### src/rtl/vga_plot_buffer.sv
// vga_plot_buffer
//   Buffers rasterizer pixels in a small FIFO and forwards them to the VGA
//   adapter, one plot strobe per pixel. Off-screen pixels are dropped and
//   counted. On request it drains the FIFO and sweeps the whole screen with
//   the background colour.
//
// Ports
//   clk, reset           system clock; synchronous active-low reset
//   in_valid/x/y/colour  rasterizer pixel stream
//   in_ready             pixel can be accepted this cycle
//   clear_req            request a full-screen clear (sampled in PASS only)
//   clear_busy           draining for a clear or sweeping
//   vga_x/y/colour/plot  registered pixel and write strobe to the adapter
//   clip_count           saturating count of discarded off-screen pixels
module vga_plot_buffer #(
  parameter int unsigned DEPTH     = 8,
  parameter int unsigned SCREEN_W  = 160,
  parameter int unsigned SCREEN_H  = 120,
  parameter logic [2:0]  BG_COLOUR = 3'b000
) (
  input  logic       clk,
  input  logic       reset,
  input  logic       in_valid,
  input  logic [7:0] in_x,
  input  logic [6:0] in_y,
  input  logic [2:0] in_colour,
  output logic       in_ready,
  input  logic       clear_req,
  output logic       clear_busy,
  output logic [7:0] vga_x,
  output logic [6:0] vga_y,
  output logic [2:0] vga_colour,
  output logic       vga_plot,
  output logic [7:0] clip_count
);

  localparam int unsigned AW = $clog2(DEPTH);
  localparam logic [AW:0] FULL_CNT = (AW+1)'(DEPTH);
  localparam logic [8:0]  W_LIM    = 9'(SCREEN_W);
  localparam logic [7:0]  H_LIM    = 8'(SCREEN_H);
  localparam logic [7:0]  X_LAST   = 8'(SCREEN_W - 1);
  localparam logic [6:0]  Y_LAST   = 7'(SCREEN_H - 1);

  typedef enum logic [1:0] {
    S_PASS,
    S_DRAIN,
    S_CLEAR
  } state_t;

  state_t state, state_next;

  logic [17:0]   mem [DEPTH];
  logic [AW-1:0] wr_ptr, rd_ptr;
  logic [AW:0]   count;
  logic [7:0]    cx;
  logic [6:0]    cy;

  logic full, empty, accept, on_screen, push, pop, sweep_last;

  assign full       = (count == FULL_CNT);
  assign empty      = (count == '0);
  assign in_ready   = (state == S_PASS) && !full;
  assign clear_busy = (state != S_PASS);
  assign accept     = in_valid && in_ready;
  assign on_screen  = ({1'b0, in_x} < W_LIM) && ({1'b0, in_y} < H_LIM);
  assign push       = accept && on_screen;
  assign pop        = !empty && ((state == S_PASS) || (state == S_DRAIN));
  assign sweep_last = (cx == X_LAST) && (cy == Y_LAST);

  always_ff @(posedge clk) begin
    if (!reset) state <= S_PASS;
    else        state <= state_next;
  end

  always_comb begin
    state_next = state;
    unique case (state)
      S_PASS:  if (clear_req)  state_next = S_DRAIN;
      S_DRAIN: if (empty)      state_next = S_CLEAR;
      S_CLEAR: if (sweep_last) state_next = S_PASS;
      default:                 state_next = S_PASS;
    endcase
  end

  // Storage needs no reset; occupancy and pointers define validity.
  always_ff @(posedge clk) begin
    if (push) mem[wr_ptr] <= {in_x, in_y, in_colour};
  end

  always_ff @(posedge clk) begin
    if (!reset) begin
      wr_ptr <= '0;
      rd_ptr <= '0;
      count  <= '0;
    end else begin
      if (push) wr_ptr <= wr_ptr + AW'(1);
      if (pop)  rd_ptr <= rd_ptr + AW'(1);
      unique case ({push, pop})
        2'b10:   count <= count + (AW+1)'(1);
        2'b01:   count <= count - (AW+1)'(1);
        default: count <= count;
      endcase
    end
  end

  always_ff @(posedge clk) begin
    if (!reset) begin
      clip_count <= '0;
    end else if (accept && !on_screen && (clip_count != '1)) begin
      clip_count <= clip_count + 8'd1;
    end
  end

  always_ff @(posedge clk) begin
    if (!reset) begin
      cx <= '0;
      cy <= '0;
    end else if (state == S_CLEAR) begin
      if (cx == X_LAST) begin
        cx <= '0;
        cy <= (cy == Y_LAST) ? '0 : cy + 7'd1;
      end else begin
        cx <= cx + 8'd1;
      end
    end
  end

  always_ff @(posedge clk) begin
    if (!reset) begin
      vga_x      <= '0;
      vga_y      <= '0;
      vga_colour <= '0;
      vga_plot   <= 1'b0;
    end else if (state == S_CLEAR) begin
      vga_x      <= cx;
      vga_y      <= cy;
      vga_colour <= BG_COLOUR;
      vga_plot   <= 1'b1;
    end else if (pop) begin
      {vga_x, vga_y, vga_colour} <= mem[rd_ptr];
      vga_plot <= 1'b1;
    end else begin
      vga_plot <= 1'b0;
    end
  end

endmodule

### config.mk
export PLATFORM = sky130hd
export DESIGN_NAME = vga_plot_buffer
export DESIGN_NICKNAME = d
export VERILOG_FILES = /design/src/rtl/vga_plot_buffer.sv
export SDC_FILE = /design/constraint.sdc
export NUM_CORES = 1
export LEC_CHECK = 0
export BUFFER_PORTS_ARGS = -buffer_cell sky130_fd_sc_hd__buf_2
export CORE_MARGIN = 2
export CORE_UTILIZATION = 65
export CTS_CLUSTER_SIZE = 14
export DETAILED_ROUTE_END_ITERATION = 16
export MAX_ROUTING_LAYER = met4
export PLACE_DENSITY = 0.92
export SLEW_MARGIN = 15
export SYNTH_ARGS = -nofsm -noshare
export SYNTH_HDL_FRONTEND = slang
export SYNTH_SLANG_ARGS = --single-unit
export TNS_END_PERCENT = 20
### constraint.sdc
create_clock -name clk -period 6.45 [get_ports clk]
set_clock_uncertainty 0.15 [all_clocks]
set_input_delay 0.645 -clock clk [delete_from_list [all_inputs] [get_ports clk]]
set_output_delay 0.645 -clock clk [all_outputs]
set_load 0.005 [all_outputs]
### Yosys cells after proc, flatten, opt, wreduce, memory -nomap -nowiden

Memories as Yosys holds them, arrays and structs flattened. A register that Yosys moved wholly into a read port is not among the register bits.
Cells that the tools add are included.
W data, S select, Z words.

* input port bits: 22
* bits in writable memories: 144
* memories: 1
* register bits after elaboration: 54

* eq/ne operators: 11
* multiplexer cells: 17
* add/sub/neg operators: 7
* reductions and logical operators: 20
* magnitude comparators: 2
* bitwise logic cells: 1

Memory list
* mem: words 8, bits a word 18, rd ports 1, clocked after Yosys merged registers in 1, write ports 1, line 52 `logic [17:0] mem [DEPTH];`

Operator list (count)
* $mux W8: 3
* $mux W7: 3
* $add A8 B1 Y8 const B: 2
* $eq A8 B8 Y1 const B: 1
* $logic_and A1 B1 Y1: 8
* $lt A8 B8 Y1 const B: 1
* $ne A8 B8 Y1 const B: 1
* $pmux W4 S2: 1
* $add A7 B1 Y7 const B: 1
* $eq A7 B7 Y1 const B: 1
* $lt A7 B7 Y1 const B: 1
* $add A3 B1 Y3 const B: 2
* $mux W2: 3
* $mux W3: 2
* $ne A2 B2 Y1 const B: 3
* $pmux W2 S3: 1
* $reduce_bool A2 Y1: 3
* $add A4 B1 Y4 const B: 1
* $eq A2 B1 Y1 const B: 2
* $eq A2 B2 Y1 const B: 2
* $eq A4 B4 Y1 const B: 1
* $logic_not A4 Y1: 1
* $mux W1: 4
* $sub A4 B1 Y4 const B: 1
* other kinds (7): 9

### Depth between registers and ports, before layout

Gate-level depths: netlist (run 1).

* depth after elaboration: 7
* mapped depth: 12
* gate-level depth less buffers: 10

### Least setup slack after synthesis (run 1)

Ideal clock, no wire load.

* path type: input -> register
* from: input in_x[6]
* to: memory mem[0][0], enable pin
* data arrival time: 2.962 ns
* required time: 5.861 ns
* path slack: 2.898 ns
* stages: 4
* library setup time: 0.439 ns
* buffers on the path: 0
* cell sequence: o21ai_0 and2_1 nand2_1 nor4_1

* longest elaborated chain between the ends: 5

RTL lines
* start, declared: line 24 `input logic [7:0] in_x,`
* $lt A8 B8 Y1: line 65 `assign on_screen = ({1'b0, in_x} < W_LIM) && ({1'b0, in_y} < H_LIM);`
* $logic_and A1 B1 Y1: line 65
* $logic_and A1 B1 Y1: line 66 `assign push = accept && on_screen;`
* $mux W1: line 87 `if (push) mem[wr_ptr] <= {in_x, in_y, in_colour};`
* $mux W1 (implied by the code): line 87
* end, declared: line 52

No other way between the ends.

### Worst setup path after layout (run 1)

* from: register count[1]
* to: register count[2]

* longest elaborated chain between the ends: 7
* elaborated cells on any way between the ends: 14

RTL lines
* start, declared: line 54 `logic [AW:0] count;`
* start signal, assigned: line 99 `2'b10: count <= count + (AW+1)'(1);`
* start signal, assigned: line 100 `2'b01: count <= count - (AW+1)'(1);`
* start signal, assigned: line 101 `default: count <= count;`
* $eq A4 B4 Y1: line 60 `assign full = (count == FULL_CNT);`
* $logic_not A1 Y1: line 62 `assign in_ready = (state == S_PASS) && !full;`
* $logic_and A1 B1 Y1: line 62
* $logic_and A1 B1 Y1: line 64 `assign accept = in_valid && in_ready;`
* $logic_and A1 B1 Y1: line 66
* $eq A2 B1 Y1 or $eq A2 B2 Y1 (tied branches): line 98 `unique case ({push, pop})`
* $pmux W4 S2 or $reduce_bool A2 Y1 (tied branches)

Several ways; a longest one is shown, not always the timed one.
A chain may end at the register's enable or synchronous reset.

==> results.toml, run 1 <==
[finish]
nets = 603
register_area_um2 = 5470
multi_input_area_um2 = 2420
final_cell_mix = "144 x edfxtp_1, 56 x dfxtp_1, 50 x buf_2"
drive_gt1_frac = 0.237
fillCellCount = 629
final_common_cell = "edfxtp_1"
areaGrowthSynthToFinish_pct = 13.2

[worst_setup_path]
worstSetupEndpointType = "flip-flop"
critical-path-top-delay-family = "simple AND/OR/NAND/NOR gates"
critPathKind = "reg2reg"
slowest_delay_ps = 730
crit_slowest_cell = "or4b_2"
crit_buf_inv = 0
crit_arrival_ps = 3480
crit_fanout = 8
reg2reg_depth = 10
start_kind = "flip-flop"
crit_chain = "or4b_2, and2_1, nand2_1, ha_1, xor2_1, ha_1, a21oi_1, xor2_1, or3_1, a21oi_1"
crit_cells = 10
cp.required_ps = 6690

[grt]
track_usage = 0.286
grt_pass1_vias = 4921
grt_overflow = 0
grt_antenna_before_repair = 1
grt_pass1_wl_um = 27400
grt_max_degree = 48

[floorplan]
ioPinCount = 51
num_rows = 40
fp.coreArea_um2 = 12000
dieArea_um2 = 13200
die_h_um = 115
die_w_um = 115
start_util = 0.668

[cts]
cts_sinks = 201
cts_made_buffers = 20
cts-resized-gates = 0
clockBufferDepth = 3
h-tree-depth = 1
root_buffer = "clkbuf_16"
clk_pin_slew_worst_paths_ps = 60
cts_hold_buffers = 0
clk_latency_ps = 480
tritoncts = "done"
postCtsSetupRepairBufs = 0

[logic_synthesis]
postSynth.asyncResetShare = 0
synthTopCellsByArea = "edfxtp_1 54%, dfxtp_1 14%, mux4_2 10%"
yosys_warnings = 0
syn_inst = 520
avgSynthCellArea_um2 = 15.4
synth_flop_cell = "edfxtp_1"
synthesis.area_um2 = 8020
synth_top_area_share = 0.539
ys_types = 52
ys_seq_elements = 201
yosys.area.top_type = "edfxtp_1"
yosysSeqAreaShare = 0.682
synth_edf_count = 144
synth_nets = 550

[routing]
detail-route-antenna-nets = 0
drc = 0
viasPerCell = 6.70
wirelength_um = 17900
routed-via-count = 4922
drtIter0Drc = 567
drtPass1Iterations = 5
drt-wirelength-per-cell_um = 24.3

[placed_design]
gpl.final_weighted_congestion = 0.905
dp.final_hpwl_um = 10300
portBuffers = 50

[min_path]
min_path_type = "in2reg"
min_path_cells = 1

[pwr]
power.leakage_nw = 3.03
max-vdd-ir-drop_mv = 0.241
powerDensity_nw_per_um2 = 373

[timing]
finalMaxSlewViolations = 0
fmax_mhz = 308
hold_viol_final = 0
rsz0062_at_grt = "no"
fin_crit_ps = 3240
finalSetupViolations = 0
tns_ps = 0
timing.final.crit_share = 0.503
hold_ws_ps = 290
relSlewSlack = 0.441
tightest_slew_ps = 833

[status]
status = "completed"

[flow_run]
maxCapViolCount = 0
cells in the mapped netlist (2+ instances only):
cell	instances
and2_1	2
or2_2	2
nand2b_1	6
nand2_1	42
clkbuf_1	19
nor4_1	2
o21ai_0	7
a211oi_1	4
nand3_1	25
and3_1	5
nor2b_1	3
a21oi_1	17
clkbuf_2	2
xor2_1	6
o221ai_1	14
buf_2	7
mux2i_1	20
edfxtp_1	144
mux4_2	36
ha_1	8
nor2_1	22
o211ai_1	2
o21ai_1	2
nand4_1	7
or3_1	4
a31oi_1	2
dfxtp_1	57
nand3b_1	3
or4_1	7
xnor2_1	6
inv_1	3
o31ai_1	7
nor3_1	8
state kept, by name, indices dropped and copies added (netlist names), named ones only:
| name | cells |
|---|---|
| clip_count | 8 |
| count | 4 |
| cx | 8 |
| cy | 7 |
| mem | 144 |
| rd_ptr | 3 |
| state | 2 |
| vga_colour | 3 |
| vga_plot | 1 |
| vga_x | 8 |
| vga_y | 7 |
| wr_ptr | 3 |
final timing paths:
| check | from | endpoint | slack [ps] |
|---|---|---|---|
| min | in_x[1] | mem[3][11] | 290 |
| max reg2reg | count[1] | count[2] | 3210 |
| max | count[1] | count[2] | 3210 |
| min reg2reg | vga_colour[1] | vga_colour[1] | 350 |
through the flow:
stage	setup WS, ps	utilization	instance area [um^2]	total power [mW]	instances
floorplan	2900	-	8020	2.05	520
global placement	3420	0.702	8430	2.21	698
finish	3210	0.755	9070	3.39	735
detailed placement	3190	0.702	8430	2.25	698
CTS	3230	0.755	9070	3.39	734
global route	3070	0.755	9070	3.51	735
routing by layer:
metal	routed length, um	vias up	GRT usage
li1	-	2156	-
met1	6940	2440	0.374
met2	8800	270	0.455
met3	1520	56	0.0559
met4	611	0	0.101
met5	0	-	-
logic make-up (layout without fill, tap and decap cells):
kind of cell	count (synthesis)	count (layout)	synth area share
flops	201	201	0.682
other cells	0	1	0
xor+xnor	12	12	0.0131
mux	57	57	0.127
simple gates	146	146	0.0941
compound gates	61	61	0.0520
fa+ha+maj	8	8	0.0125
buf+inv	35	102	0.0192
cell type report:
class                   count  share of cell area
repair buffers             62              0.0375
flip-flops and latches    201               0.602
diodes                      1            0.000276
clock buffers              23              0.0587
well taps                 147              0.0203
inverters                   4             0.00165
multi-input cells         284               0.267
clock inverters            13              0.0119
report_power, final:
| part | switching (mW) | internal (mW) | total, mW |
|---|---|---|---|
| sequential | 0.0648 | 1.48 | 1.54 |
| combinational | 0.408 | 0.301 | 0.709 |
| clock | 0.466 | 0.670 | 1.14 |
| total | 0.939 | 2.45 | 3.39 |
Note: power is estimated with default switching activity, not from simulation.
==> inputs of run 2 (changes only) <==
ABC_AREA = 1   (was default)
CORE_UTILIZATION = 61   (was 65)
PLACE_DENSITY = 0.87   (was 0.92)
clock period = 3.1 ns   (was 6.45 ns; I/O delays follow)
==> results.toml, run 2 <==
[status]
status = "completed"

[grt]
grt_antenna_before_repair = 0
track_usage = 0.278
grt_max_degree = 73
grt_pass1_wl_um = 33600
grt_pass1_vias = 6667
grt_overflow = 0

[finish]
register_area_um2 = 5470
final_cell_area_um2 = 10100
fillCellCount = 977
multi_input_area_um2 = 2650
areaGrowthSynthToFinish_pct = 14.4
drive_gt1_frac = 0.120
largest_reg_flops = 144
utilization = 0.705
final_cell_mix = "274 x nand2_1, 144 x edfxtp_1, 143 x inv_1"
nets = 1069
largest-register = "mem"
final_common_cell = "nand2_1"
diodes = 0

[worst_setup_path]
crit_fanout = 9
critPathKind = "in2reg"
cp.required_ps = 3340
crit_chain = "dlygate4sd3_1, buf_2, nand2_1, inv_1, nand2_1, nand2_1, nor2_2, inv_1, ha_1, xor2_1, ha_1, a21oi_1, xnor2_1, o21ai_0, inv_1"
start_kind = "input port"
crit_buf_inv = 5
crit_slowest_cell = "dlygate4sd3_1"
crit_arrival_ps = 2900
worstSetupEndpointType = "flip-flop"
regToRegStartpoint = "count[1]"
critical-path-top-delay-family = "buffers and inverters"
slowest_delay_ps = 550
crit_start = "in_y[4]"

[logic_synthesis]
synth_top_area_share = 0.488
synth_top_family_by_area = "simple AND/OR/NAND/NOR gates"
synthesis.area_um2 = 8860
synth_mux_area_frac = 0
yosys.area.top_type = "edfxtp_1"
synth_flop_cell = "edfxtp_1"
synthXorXnorAreaFrac = 0.00692
yosys.area_share.simple = 0.241
avgSynthCellArea_um2 = 9.19
synth_edf_count = 144
synthTopCellsByArea = "edfxtp_1 49%, dfxtp_1 13%, nand2_1 12%"
ys_types = 35
synth_nets = 994
synth_compound_gate_area_share = 0.0373
synth_commonest_cells = "274 x nand2_1, 144 x edfxtp_1, 143 x inv_1"
syn_inst = 964
yosys_warnings = 0
yosysMostFrequentCell = "nand2_1"
ys_seq_elements = 201
postSynth.asyncResetShare = 0
yosysSeqAreaShare = 0.617
synthAdderAreaFrac = 0.0113

[pwr]
p_sw_frac = 0.339
pwr-share-comb = 0.283
p_int_mw = 5.19
power.leakage_nw = 4.33
max-vdd-ir-drop_mv = 0.677
powerDensity_nw_per_um2 = 774
clkPwrFrac = 0.299
p_sw_mw = 2.66
p_seq_frac = 0.418

[placed_design]
dp.final_hpwl_um = 12200
portBuffers = 50
placed_area_um2 = 9310
gpl.final_weighted_congestion = 0.870

[routing]
detail-route-antenna-nets = 0
drt-wirelength-per-cell_um = 16.9
wirelength_um = 20900
drtIter0Drc = 838
viasPerCell = 5.51
routed-via-count = 6814
drc = 0
drtPass1Iterations = 6

[timing]
fin_crit_ps = 2660
hold_viol_final = 0
tightest_slew_ps = 803
tns_ps = 0
timing.final.crit_share = 0.858
finalMaxSlewViolations = 0
finalSetupViolations = 0
fmax_mhz = 376
relSlewSlack = 0.464
rsz0062_at_grt = "no"

[cts]
cts_made_buffers = 21
h-tree-depth = 1
root_buffer = "clkbuf_16"
clockBufferDepth = 3
clk_pin_slew_worst_paths_ps = 60
postCtsSetupRepairBufs = 0
tritoncts = "done"
clk_latency_ps = 500
cts_sinks = 201

[floorplan]
die_w_um = 125
die_h_um = 125
num_rows = 44
dieArea_um2 = 15500
fp.coreArea_um2 = 14400
start_util = 0.617
ioPinCount = 51

[min_path]
min_path_type = "in2reg"
holdCritStartpoint = "reset"

[flow_run]
maxCapViolCount = 0
-- run 2: cell count changes in the layout (fill, tap and decap cells not counted), moves of 26 or more --
cell	before	now
nand2_1	42	274
nor2_1	22	50
inv_1	3	143
a21oi_1	17	43
mux4_2	36	0
nand3_1	25	135
-- run 2: final cells by class --
class                   instances  share of cell area
flip-flops and latches        201               0.539
multi-input cells             576               0.261
clock buffers                  34              0.0606
repair buffers                 90              0.0590
inverters                     149              0.0553
well taps                     184              0.0227
clock inverters                 3             0.00185
-- run 2: logic make-up (layout without fill, tap and decap cells) --
logic type | after synthesis | count (layout)
compound gates | 65 | 65
xor+xnor | 7 | 7
fa+ha+maj | 8 | 8
buf+inv | 187 | 276
flops | 201 | 201
simple gates | 496 | 496
-- run 2: power by group through the flow --
stage               clock network [mW]  logic [mW]  registers, mW
CTS                               2.35        2.17           3.28
global route                      2.45        2.45           3.30
detailed placement                   0        2.11           3.33
global placement                     0        2.04           3.31
floorplan                            0        1.50           3.30
finish                            2.35        2.22           3.28
-- run 2: path summary, 6_finish.rpt --
| path | cells past startpoint | end | slack [ps] |
|---|---|---|---|
| max reg2reg | 12 | count[2] | 670 |
| min reg2reg | 2 | vga_colour[1] | 330 |
| max | 15 | count[2] | 440 |
| min | 3 | wr_ptr[2] | 60 |
-- run 2: worst register-to-register path: stages, from the launching register on --
cell and delay (ps):
dfxtp_1 420, nor2_2 110, nand2_1 100, nand3_2 110
nor2_2 210, inv_1 130, ha_1 270, xor2_1 180
ha_1 200, a21oi_1 160, xnor2_1 90, o21ai_0 140
inv_1 50
-- run 2: per-stage QoR --
stage | hold slack (ps) | setup WS (ps) | std cells | total power [mW]
floorplan | 259 | 840 | 964 | 4.80
global placement | 309 | 669 | 1181 | 5.35
detailed placement | 311 | 565 | 1181 | 5.44
CTS | 47.4 | 499 | 1237 | 7.80
global route | 79.6 | 320 | 1237 | 8.21
finish | 59.6 | 439 | 1237 | 7.85
-- run 2: what timing repair did --
item / 4_1_cts / 5_1_grt
hold buffers: 19 / 0
resized for setup: 0 / 0
hold endpoints to repair: 139 / 0
-- run 2: metal layers --
layer  share of wire  up-vias  global-route usage
li1                -     3266                   -
met1            0.39     3146               0.350
met2            0.50      337               0.462
met3           0.084       65              0.0408
met4           0.034        0               0.106
met5               0        -                   -
==> inputs of run 3 (changes only) <==
PLACE_DENSITY = 0.79   (was 0.87)
SETUP_SLACK_MARGIN = 0.1   (was default)
==> results.toml, run 3 (synthesis gave the netlist of run 2 again) <==
[status]
status = "completed"

[grt]
grt_pass1_vias = 6384
grt_antenna_before_repair = 0
grt_max_degree = 73
grt_overflow = 0
grt_pass1_wl_um = 31700
track_usage = 0.264

[placed_design]
dp.cells = 1179
dp.final_hpwl_um = 12500
gpl.final_weighted_congestion = 0.828
placed_area_um2 = 9300
portBuffers = 50

[timing]
rsz0062_at_grt = "no"
relSlewSlack = 0.480
finalSetupViolations = 0
hold_ws_ps = 11.1
finalMaxSlewViolations = 0
tns_ps = 0
hold_viol_final = 0
fmax_mhz = 388
fin_crit_ps = 2580
timing.final.crit_share = 0.831
tightest_slew_ps = 780

[routing]
drt-wirelength-per-cell_um = 16.1
detail-route-antenna-nets = 0
drtIter0Drc = 633
drc = 0
drtPass1Iterations = 5
routed-via-count = 6592
wirelength_um = 19800
viasPerCell = 5.36

[finish]
final_cell_area_um2 = 10000
areaGrowthSynthToFinish_pct = 13.2
final_common_cell = "nand2_1"
final_cell_mix = "274 x nand2_1, 144 x edfxtp_1, 143 x inv_1"
drive_gt1_frac = 0.116
largest-register = "mem"
nets = 1061
layout.cells.non_filler = 1230
diodes = 0
largest_reg_flops = 144

[floorplan]
die_h_um = 125
ioPinCount = 51
dieArea_um2 = 15500
die_w_um = 125
fp.coreArea_um2 = 14400
num_rows = 44
start_util = 0.617

[worst_setup_path]
cp_common_cell = "nand2_1"
regToRegStartpoint = "state[1]"
worstSetupEndpointType = "flip-flop"
crit_start = "in_y[3]"
critPathKind = "in2reg"
crit_slowest_cell = "dlygate4sd3_1"
crit_fanout = 11
critical-path-top-delay-family = "simple AND/OR/NAND/NOR gates"
crit_chain = "dlygate4sd3_1, buf_2, nand2_1, inv_1, nand2_1, nand2_1, nor2_2, nand2_1, nor2_2, buf_4"
crit_buf_inv = 4
slowest_delay_ps = 530
start_kind = "input port"
cp.required_ps = 3130
crit_arrival_ps = 2610

[flow_run]
maxCapViolCount = 0

[cts]
clockBufferDepth = 3
cts_made_buffers = 21
tritoncts = "done"
postCtsSetupRepairBufs = 0
h-tree-depth = 1
clk_pin_slew_worst_paths_ps = 60
root_buffer = "clkbuf_16"
cts_sinks = 201
clk_latency_ps = 490

[min_path]
holdCritStartpoint = "in_y[4]"
min_path_type = "in2reg"

[pwr]
powerDensity_nw_per_um2 = 767
power.leakage_nw = 4.27
max-vdd-ir-drop_mv = 0.636
run 3: repair_timing:
| action | 4_1_cts | 5_1_grt |
|---|---|---|
| gates resized for setup | 0 | 0 |
| hold endpoints to repair | 92 | 0 |
| hold buffers | 13 | 0 |
run 3: routing by layer:
metal / share of wire / GRT usage / vias to the layer above
met3: 0.060 / 0.0352 / 54
met4: 0.041 / 0.116 / 0
met1: 0.41 / 0.333 / 3054
met5: 0 / - / -
li1: - / - / 3256
met2: 0.48 / 0.432 / 228
run 3: layout make-up:
cell class / instances / area [um^2]
clock buffers: 35 / 589
clock inverters: 3 / 17.5
fillers: 1085 / 4340
inverters: 149 / 561
multi-input cells: 576 / 2650
flip-flops and latches: 201 / 5470
well taps: 184 / 230
repair buffers: 82 / 523
run 3: final timing paths:
path	end	slack, ps	cells after the start
worst max-delay path	mem[6][13]	520	10
worst min-delay path	mem[0][7]	10	1
worst max register to register	mem[6][13]	710	6
worst min register to register	flip-flop	320	1
run 3: power by group:
group / total, mW / switching (mW) / internal, mW / leakage, nW
clock network: 2.27 / 0.972 / 1.29 / 0.294
registers: 3.25 / 0.125 / 3.13 / 1.77
logic: 2.17 / 1.47 / 0.703 / 2.21
total: 7.69 / 2.57 / 5.13 / 4.27
run 3: metrics by stage:
stage | setup WS [ps] | utilization | total power [mW]
after floorplan | 840 | - | 4.80
after global placement | 594 | 0.647 | 5.40
after detailed placement | 572 | 0.647 | 5.45
after CTS | 539 | 0.698 | 7.72
after global routing | 362 | 0.698 | 8.13
final | 523 | 0.698 | 7.69
